### config.mk
export PLATFORM = sky130hd
export DESIGN_NAME = bd_encoder
export DESIGN_NICKNAME = d
export VERILOG_FILES = /design/src/rtl/bd_encoder.sv
export SDC_FILE = /design/constraint.sdc
export NUM_CORES = 1
export LEC_CHECK = 0
export CELL_PAD_IN_SITES_DETAIL_PLACEMENT = 0
export CELL_PAD_IN_SITES_GLOBAL_PLACEMENT = 1
export CORE_MARGIN = 5
export CORE_UTILIZATION = 35
export CTS_CLUSTER_SIZE = 14
export DETAILED_ROUTE_END_ITERATION = 12
export PLACE_DENSITY = 0.67
export SLEW_MARGIN = 20
export SYNTH_ARGS = -nofsm -noshare
export SYNTH_HDL_FRONTEND = slang
export SYNTH_SLANG_ARGS = --single-unit
### constraint.sdc
create_clock -name clk -period 23.8 [get_ports clk]
set_input_delay 7.14 -clock clk [delete_from_list [all_inputs] [get_ports clk]]
set_output_delay 7.14 -clock clk [all_outputs]
set_load 0.005 [all_outputs]
### src/rtl/bd_encoder.sv
// BD input-word encoder: prepends each leaf's programmable route code to the
// payload and splits wide payloads into up to three BD words, LSB chunk first.
module bd_encoder #(
    parameter int NLEAF  = 5,
    parameter int NPAY   = 27,
    parameter int NBD    = 21,
    parameter int NROUTE = 8
) (
    input  logic              clk,
    input  logic              reset,
    input  logic              in_v,
    output logic              in_a,
    input  logic [NLEAF-1:0]  in_leaf_code,
    input  logic [NPAY-1:0]   in_payload,
    output logic              out_v,
    input  logic              out_a,
    output logic [NBD-1:0]    out_d,
    input  logic              cfg_we,
    input  logic [NLEAF-1:0]  cfg_leaf,
    input  logic [NROUTE-1:0] cfg_route,
    input  logic [3:0]        cfg_route_len,
    input  logic [1:0]        cfg_nchunks,
    output logic              err_drop
);

    localparam int NENT = 1 << NLEAF;
    localparam int EXTW = 3 * NBD;

    typedef enum logic {IDLE, BUSY} state_t;

    // Chunk k: route[L-1:0] in the top L bits, payload[k*D +: D] below, D = NBD-L.
    function automatic logic [NBD-1:0] encode(
        input logic [NROUTE-1:0] route,
        input logic [3:0]        len,
        input logic [NPAY-1:0]   pay,
        input logic [1:0]        k
    );
        logic [7:0]        d;
        logic [7:0]        off;
        logic [EXTW-1:0]   ext;
        logic [NBD-1:0]    dmask;
        logic [NBD-1:0]    rfield;
        logic [NROUTE-1:0] rmask;
        d      = 8'(NBD) - 8'(len);
        off    = 8'(k) * d;
        ext    = EXTW'(pay) >> off;
        dmask  = {NBD{1'b1}} >> len;
        rmask  = {NROUTE{1'b1}} >> (4'(NROUTE) - len);
        rfield = NBD'(route & rmask) << d;
        return rfield | (ext[NBD-1:0] & dmask);
    endfunction

    logic [NROUTE-1:0] tbl_route_q [NENT];
    logic [3:0]        tbl_len_q   [NENT];
    logic [1:0]        tbl_nch_q   [NENT];
    logic [3:0]        cfg_len_clamped;

    assign cfg_len_clamped = (cfg_route_len > 4'(NROUTE)) ? 4'(NROUTE) : cfg_route_len;

    // NOTE: the route table sits in the async reset domain on purpose: every
    // entry must come back as pass-through, so it cannot be plain RAM.
    always_ff @(posedge clk or posedge reset) begin
        if (reset) begin
            for (int i = 0; i < NENT; i++) begin
                tbl_route_q[i] <= '0;
                tbl_len_q[i]   <= '0;
                tbl_nch_q[i]   <= 2'd1;
            end
        end else if (cfg_we) begin
            tbl_route_q[cfg_leaf] <= cfg_route;
            tbl_len_q[cfg_leaf]   <= cfg_len_clamped;
            tbl_nch_q[cfg_leaf]   <= cfg_nchunks;
        end
    end

    logic [NROUTE-1:0] rd_route;
    logic [3:0]        rd_len;
    logic [1:0]        rd_nch;

    // Table reads see pre-edge contents, so a same-edge cfg write is not used.
    assign rd_route = tbl_route_q[in_leaf_code];
    assign rd_len   = tbl_len_q[in_leaf_code];
    assign rd_nch   = tbl_nch_q[in_leaf_code];

    state_t            state_q, state_d;
    logic [1:0]        k_q, k_d;
    logic [NPAY-1:0]   pay_q, pay_d;
    logic [NROUTE-1:0] wroute_q, wroute_d;
    logic [3:0]        wlen_q, wlen_d;
    logic [1:0]        wnch_q, wnch_d;
    logic              out_v_q, out_v_d;
    logic [NBD-1:0]    out_d_q, out_d_d;
    logic              err_q, err_d;
    logic              accept;

    assign in_a     = (state_q == IDLE) && (!out_v_q || out_a);
    assign accept   = in_v && in_a;
    assign out_v    = out_v_q;
    assign out_d    = out_d_q;
    assign err_drop = err_q;

    // NOTE: every next-state signal gets its hold value first so no path
    // through the case leaves one unassigned and infers a latch.
    always_comb begin
        state_d  = state_q;
        k_d      = k_q;
        pay_d    = pay_q;
        wroute_d = wroute_q;
        wlen_d   = wlen_q;
        wnch_d   = wnch_q;
        out_v_d  = out_v_q;
        out_d_d  = out_d_q;
        err_d    = 1'b0;
        case (state_q)
            IDLE: begin
                if (out_v_q && out_a) out_v_d = 1'b0;
                if (accept) begin
                    if (rd_nch == 2'd0) begin
                        err_d = 1'b1;
                    end else begin
                        out_v_d = 1'b1;
                        out_d_d = encode(rd_route, rd_len, in_payload, 2'd0);
                        if (rd_nch > 2'd1) begin
                            pay_d    = in_payload;
                            wroute_d = rd_route;
                            wlen_d   = rd_len;
                            wnch_d   = rd_nch;
                            k_d      = 2'd1;
                            state_d  = BUSY;
                        end
                    end
                end
            end
            BUSY: begin
                if (out_a) begin
                    out_d_d = encode(wroute_q, wlen_q, pay_q, k_q);
                    k_d     = k_q + 2'd1;
                    if (k_q == wnch_q - 2'd1) begin
                        k_d     = 2'd0;
                        state_d = IDLE;
                    end
                end
            end
            default: state_d = IDLE;
        endcase
    end

    // NOTE: sequential state uses non-blocking assignments only, so every
    // register samples pre-edge values regardless of statement order.
    always_ff @(posedge clk or posedge reset) begin
        if (reset) begin
            state_q  <= IDLE;
            k_q      <= '0;
            pay_q    <= '0;
            wroute_q <= '0;
            wlen_q   <= '0;
            wnch_q   <= '0;
            out_v_q  <= 1'b0;
            out_d_q  <= '0;
            err_q    <= 1'b0;
        end else begin
            state_q  <= state_d;
            k_q      <= k_d;
            pay_q    <= pay_d;
            wroute_q <= wroute_d;
            wlen_q   <= wlen_d;
            wnch_q   <= wnch_d;
            out_v_q  <= out_v_d;
            out_d_q  <= out_d_d;
            err_q    <= err_d;
        end
    end

endmodule

==> results.yml, run 1 <==
timing:
  setup_viol: 0
  fin_crit_ns: 15.69
  fmaxAchievable_mhz: 63.7
  final.period_utilization_pct: 65.9
  fin_ws_ns: 8.11
  grt_setup_unrepaired: "no"
  slew_headroom_pct: 22.0
  whs_ns: 0.459
  slew_viol_final: 0
  worst_pin_slew_ns: 1.17
  tns_ns: 0
  worst_clock_skew_ns: 0.0516
  hold_viol_final: 0
synth:
  synth_cell_types: 78
  yosysTopAreaCell: "dfrtp_1"
  netlist_instances: 2688
  synth_top_area_share_pct: 44.4
  yosys_warnings: 0
  netlist_area_um2: 27200
  synth_edf_count: 0
  ys_seq_area_share_pct: 47.5
  synth_nets: 2770
  synth_ff_type: "dfrtp_1"
  netlist_top_cells_area: "dfrtp_1 (44%), nand2_1 (10%), mux2_2 (8.8%), mux2i_1 (7.0%), mux4_2 (5.5%)"
  synth_area_per_cell_um2: 10.1
  ys_seq_elements: 515
  synthArstFlopShare_pct: 100
floorplan:
  core_area_um2: 77200
  rows: 102
  die-area_um2: 83400
  io_pins: 80
  initial_utilization_pct: 35.2
  die_w_um: 289
  die_h_um: 289
setup_path:
  cp_cell_sequence: "clkdlybuf4s50_1 > inv_1 > a21oi_1 > clkdlybuf4s50_1"
  startpoint_type: "primary input"
  critPathMostFrequentCell: "clkdlybuf4s50_1"
  arrival_ns: 8.55
  slowest_stage: "clkdlybuf4s50_1"
  worstSetupPathType: "primary input to primary output"
  path_depth: 4
  critPathCaptureType: "primary output"
  cp_num_buf_inv: 3
  critPathTopFamily: "buffers and inverters"
  cp.required_ns: 16.66
  r2r_cells: 15
  crit_path_max_incr_delay_ns: 0.56
  crit_fanout: 4
job:
  cap_violations: 0
min_path:
  min_path_cells: 2
  hold_path.class: "register to register"
route:
  antenna_left: 0
  drtPass1Iterations: 6
  routed_wl_um: 92200
  wl_met1_um: 40100
  vias: 21200
  routed_via_density: 5.62
  met3_length_um: 4680
  route.detailed.drc: 0
  wl_met2_um: 43600
  drt_iter0_drc: 1879
  maxUsedRoutingLayer: "met4"
  wl_per_cell_um: 24.5
placed_design:
  dp_hpwl_um: 62800
  place_ws_ns: 8.09
  port_buffers: 79
  dp.cells: 3655
  gp_congestion: 0.930
status:
  status: "finished clean"
global_route:
  grt_pass1_wl_um: 139000
  grt_max_degree: 111
  antenna_found_initial: 1
  grt_remaining_overflow: 0
  grt_pass1_vias: 21400
  grt_usage_pct: 21.9
clock_network:
  cts_hold_buf: 0
  clk_latency_ns: 0.64
  clk_pin_slew_ns: 0.06
  post_cts_resized: 0
  root_buffer: "clkbuf_16"
  cts_made_buffers: 58
  cts-htree-levels: 2
  cts_tree: "built"
  cts_buffer_depth: 3
  cts_setup_buffers: 0
  cts.sinks: 515
cells_and_area:
  layout.nets: 2757
  syn_to_final_growth_pct: 13.0
  antennaDiodeCount: 0
  drive_above_1_share_pct: 17.9
  fin_util_pct: 39.8
  finalNonFillerCells: 3765
power_and_ir_drop:
  p_leak_nw: 13.9
  power_density_nw_per_um2: 111
  vdd_drop_max_mv: 0.0603
==> routing by layer <==
metal	track usage (%)	vias up
li1	-	9446
met1	30.1	10800
met2	35.8	696
met3	2.53	173
met4	8.22	0
met5	0	-
==> area by class of cell <==
class / count / area (µm²)
clock inverters: 21 / 218
inverters: 33 / 131
fillers: 7519 / 46500
repair buffers: 121 / 1110
well taps: 1040 / 1300
multi-input cells: 1946 / 13300
clock buffers: 89 / 1750
flip-flops and latches: 515 / 12900
==> path summary, 6_finish.rpt <==
path	slack, ns	from	endpoint
setup / recovery	8.11	out_a	in_a
setup reg to reg	17.64	wlen_q[1]	out_d[7]
max in group asynchronous	14.40	reset	tbl_route_q[201]
hold / removal	0.46	tbl_nch_q[36]	tbl_nch_q[36]
hold reg to reg	0.46	tbl_nch_q[36]	tbl_nch_q[36]
min in group asynchronous	7.02	reset	tbl_route_q[150]
==> cells in the final DEF, fill, tap and decap left out, types with 11 or more instances in the layout <==
| cell type | n |
|---|---|
| and3_1 | 11 |
| dfrtp_1 | 483 |
| nand3_1 | 37 |
| a31oi_1 | 24 |
| nor2_1 | 80 |
| nor3_1 | 26 |
| and2_1 | 13 |
| nor4_1 | 12 |
| a21oi_1 | 70 |
| mux4_2 | 66 |
| inv_1 | 26 |
| o21ai_0 | 138 |
| clkbuf_16 | 59 |
| clkdlybuf4s50_1 | 75 |
| mux2i_1 | 190 |
| buf_4 | 41 |
| nor2b_1 | 22 |
| nand2_1 | 736 |
| a211oi_1 | 13 |
| clkbuf_1 | 14 |
| clkbuf_8 | 16 |
| a22oi_1 | 65 |
| nand4_1 | 11 |
| ha_1 | 25 |
| dfstp_2 | 32 |
| nand2b_1 | 12 |
| mux2_2 | 213 |
==> cells in the mapped netlist (11+ instances only) <==
| cell | instances |
|---|---|
| nand2_1 | 736 |
| dfrtp_1 | 483 |
| mux2_2 | 213 |
| mux2i_1 | 190 |
| clkbuf_1 | 141 |
| o21ai_0 | 138 |
| nor2_1 | 89 |
| a21oi_1 | 70 |
| mux4_2 | 66 |
| a22oi_1 | 65 |
| nand3_1 | 37 |
| dfstp_2 | 32 |
| inv_1 | 27 |
| nor3_1 | 27 |
| ha_1 | 25 |
| nor2b_1 | 25 |
| a31oi_1 | 24 |
| buf_2 | 24 |
| buf_4 | 15 |
| nand2b_1 | 14 |
| a211oi_1 | 13 |
| and2_1 | 13 |
| nor4_1 | 12 |
| and3_1 | 11 |
| nand4_1 | 11 |
==> power breakdown <==
group | internal [W] | leakage (nW) | switching [W]
Sequential | 0.00107 | 6.55 | 0.000149
Combinational | 0.000515 | 6.40 | 0.000749
Clock | 0.000530 | 0.950 | 0.000385
Total | 0.00212 | 13.9 | 0.00128
==> worst reg2reg max path: stages, from the launching register on <==
cell,delay [ns]
dfrtp_1,0.75
inv_1,0.50
ha_1,0.60
clkinv_1,0.26
nand2_1,0.14
fa_1,0.53
buf_4,0.26
clkinv_1,0.60
mux4_2,0.51
mux2i_1,0.38
nor2_1,0.08
nor2_1,0.26
nor4_1,0.08
o41ai_1,0.73
a2bb2oi_1,0.23
o31ai_1,0.09
==> stage by stage <==
| stage | area (µm²) | total power, W |
|---|---|---|
| CTS | 30700 | 0.00341 |
| global placement | 28800 | 0.00247 |
| global route | 30700 | 0.00358 |
| finish | 30700 | 0.00340 |
| floorplan | 27200 | 0.00203 |
| detailed placement | 28800 | 0.00249 |
==> cell families (layout without fill, tap and decap cells) <==
kind of cell / after synthesis / in the layout / synth area share, %
AO/OA/AOI/OAI: 429 / 429 / 10.2
flip-flops: 515 / 515 / 47.5
AND/OR/NAND/NOR: 1010 / 1010 / 15.5
multiplexers: 471 / 471 / 21.5
adder cells (fa/ha/maj): 26 / 26 / 1.22
buffers and inverters: 227 / 264 / 3.77
XOR/XNOR: 10 / 10 / 0.322
==> state kept, by name, summed over array words and instances (netlist names) <==
register and flops:
wroute_q 8, wnch_q 2, err_drop 1, k_q 2, tbl_route_q 256, tbl_len_q 128, wlen_q 4, pay_q 27
tbl_nch_q 64, out_d 21, state_q 1, out_v 1
Note: power is estimated with default switching activity, not from simulation.
==> run 2, diff against run 1 <==
- clock period: 23.8 -> 14.8 ns (I/O delays scaled with it)
==> run 2 against run 1 <==
Sequential power grew 61%. First-iteration DRC count shrank 12%. Register-to-register slack lost 8.7 ns. Flip-flop and latch count is the same. Die area is the same. Utilization grew 0.29 points. Power grew 63%. Critical path type unchanged.
==> results.yml, run 2 (synthesis results as in run 1) <==
global_route:
  grt_max_degree: 192
  grt_remaining_overflow: 0
  grt_usage_pct: 21.4
  antenna_found_initial: 2
  grt_pass1_vias: 21200
  grt_pass1_wl_um: 136000
cells_and_area:
  layout_commonest_cell: "nand2_1"
  nFillCells: 7557
  layout_common_cells: "nand2_1 (736), dfrtp_1 (483), mux2_2 (213), mux2i_1 (190), o21ai_0 (138)"
  drive_above_1_share_pct: 18.1
  layout.nets: 2765
  largest_reg_flops: 256
  finalNonFillerCells: 3775
  syn_to_final_growth_pct: 13.9
  reg.largest.list: "tbl_route_q (256), tbl_len_q (128), tbl_nch_q (64)"
  regMostFlops: "tbl_route_q"
min_path:
  hold_path.class: "register to register"
  min_path_cells: 2
  holdPathEnd: "tbl_nch_q[4]"
  worstHoldStart: "tbl_nch_q[4]"
timing:
  final.period_utilization_pct: 69.7
  fmaxAchievable_mhz: 96.9
  fin_ws_ns: 4.48
  hold_viol_final: 0
  worst_pin_slew_ns: 1.13
  fin_crit_ns: 10.32
  worst_clock_skew_ns: 0.0744
  slew_headroom_pct: 24.4
  tns_ns: 0
  setup_viol: 0
  grt_setup_unrepaired: "no"
  slew_viol_final: 0
route:
  vias: 21000
  routed_via_density: 5.56
  wl_per_cell_um: 24.0
  drtPass1Iterations: 5
  drt_iter0_drc: 1653
  routed_wl_um: 90700
  route.detailed.drc: 0
  antenna_left: 0
setup_path:
  critPathMostFrequentCell: "clkdlybuf4s50_1"
  r2r_end: "out_d[7]"
  crit_fanout: 4
  startpoint_type: "primary input"
  critPathCaptureType: "primary output"
  r2r_setup_slack_ns: 8.92
  cp.required_ns: 10.36
  cp_cell_sequence: "clkdlybuf4s50_1 > inv_1 > a21oi_1 > clkdlybuf4s50_1"
  slowest_stage: "clkdlybuf4s50_1"
  r2r_start: "wlen_q[1]"
  worstSetupPathType: "primary input to primary output"
  crit_path_max_incr_delay_ns: 0.57
  arrival_ns: 5.88
  r2r_cells: 15
power_and_ir_drop:
  p_leak_nw: 14.0
  p_total_w: 0.00555
  pwr-share-clk_pct: 28.1
  power_frac_seq_pct: 35.4
  power_density_nw_per_um2: 179
  p_int_w: 0.00349
  p_comb_share_pct: 36.5
  p_sw_share_pct: 37.1
  vdd_drop_max_mv: 0.0919
  p_switching_w: 0.00206
clock_network:
  cts_made_buffers: 59
  cts_buffer_depth: 3
  cts-htree-levels: 2
  cts_hold_buf: 0
  root_buffer: "clkbuf_16"
  cts_tree: "built"
  post_cts_resized: 0
  clk_pin_slew_ns: 0.06
  clk_latency_ns: 0.65
  cts.sinks: 515
  cts_setup_buffers: 0
floorplan:
  die_w_um: 289
  core_area_um2: 77200
  io_pins: 80
  die_h_um: 289
  rows: 102
  initial_utilization_pct: 35.2
  die-area_um2: 83400
placed_design:
  dp.cells: 3659
  gp_congestion: 0.956
  port_buffers: 79
  dp_hpwl_um: 62200
  place_ws_ns: 4.47
job:
  cap_violations: 0
status:
  status: "finished clean"
==> run 2: how the worst max path moves through the flow <==
stage	from	to	slack (ns)	depth (start not counted)
6_report	out_a	in_a	4.48	4
5_1_grt	out_a	in_a	4.38	4
4_1_cts	out_a	in_a	4.47	4
3_5_place_dp	out_a	in_a	4.47	4
3_3_place_gp	out_a	in_a	4.46	4
2_1_floorplan	reset	err_drop	3.39	1
==> run 2: power by group through the flow <==
stage          clock (W)  sequential, W  combinational (W)
3_3_place_gp           0        0.00197            0.00199
5_1_grt          0.00166        0.00200            0.00219
3_5_place_dp           0        0.00198            0.00201
2_1_floorplan          0        0.00188            0.00139
6_report         0.00156        0.00196            0.00203
4_1_cts          0.00160        0.00196            0.00202
==> run 2: cell type report <==
class | count | area, µm² | share of cell area [%]
multi-input combinational | 1946 | 13300 | 42.9
sequential | 515 | 12900 | 41.7
clock buffer | 83 | 1700 | 5.48
tap | 1040 | 1300 | 4.20
timing repair buffer | 128 | 1220 | 3.95
clock inverter | 28 | 397 | 1.28
inverter | 33 | 128 | 0.412
antenna | 2 | 5.00 | 0.0162
==> run 2: metrics by stage <==
step / util [%] / instance area (µm²) / hold slack (ns)
after detailed placement: 37.3 / 28800 / 0.449
final: 40.1 / 31000 / 0.458
after CTS: 40.0 / 30900 / 0.459
after floorplan: - / 27200 / 0.436
after global routing: 40.1 / 31000 / 0.480
after global placement: 37.3 / 28800 / 0.447
==> run 2: layer usage <==
layer,part of all wire (%),track usage (%),vias to the layer above
li1,-,-,9471
met5,0,0,-
met1,42,28.1,10700
met2,49,36.9,664
met3,5.5,3.19,127
met4,2.9,6.47,0
==> run 2: critical path: cells and delay by family <==
family / cells / cell delay, ns
AO/OA/AOI/OAI: 1 / 0.27
buffers and inverters: 3 / 1.17
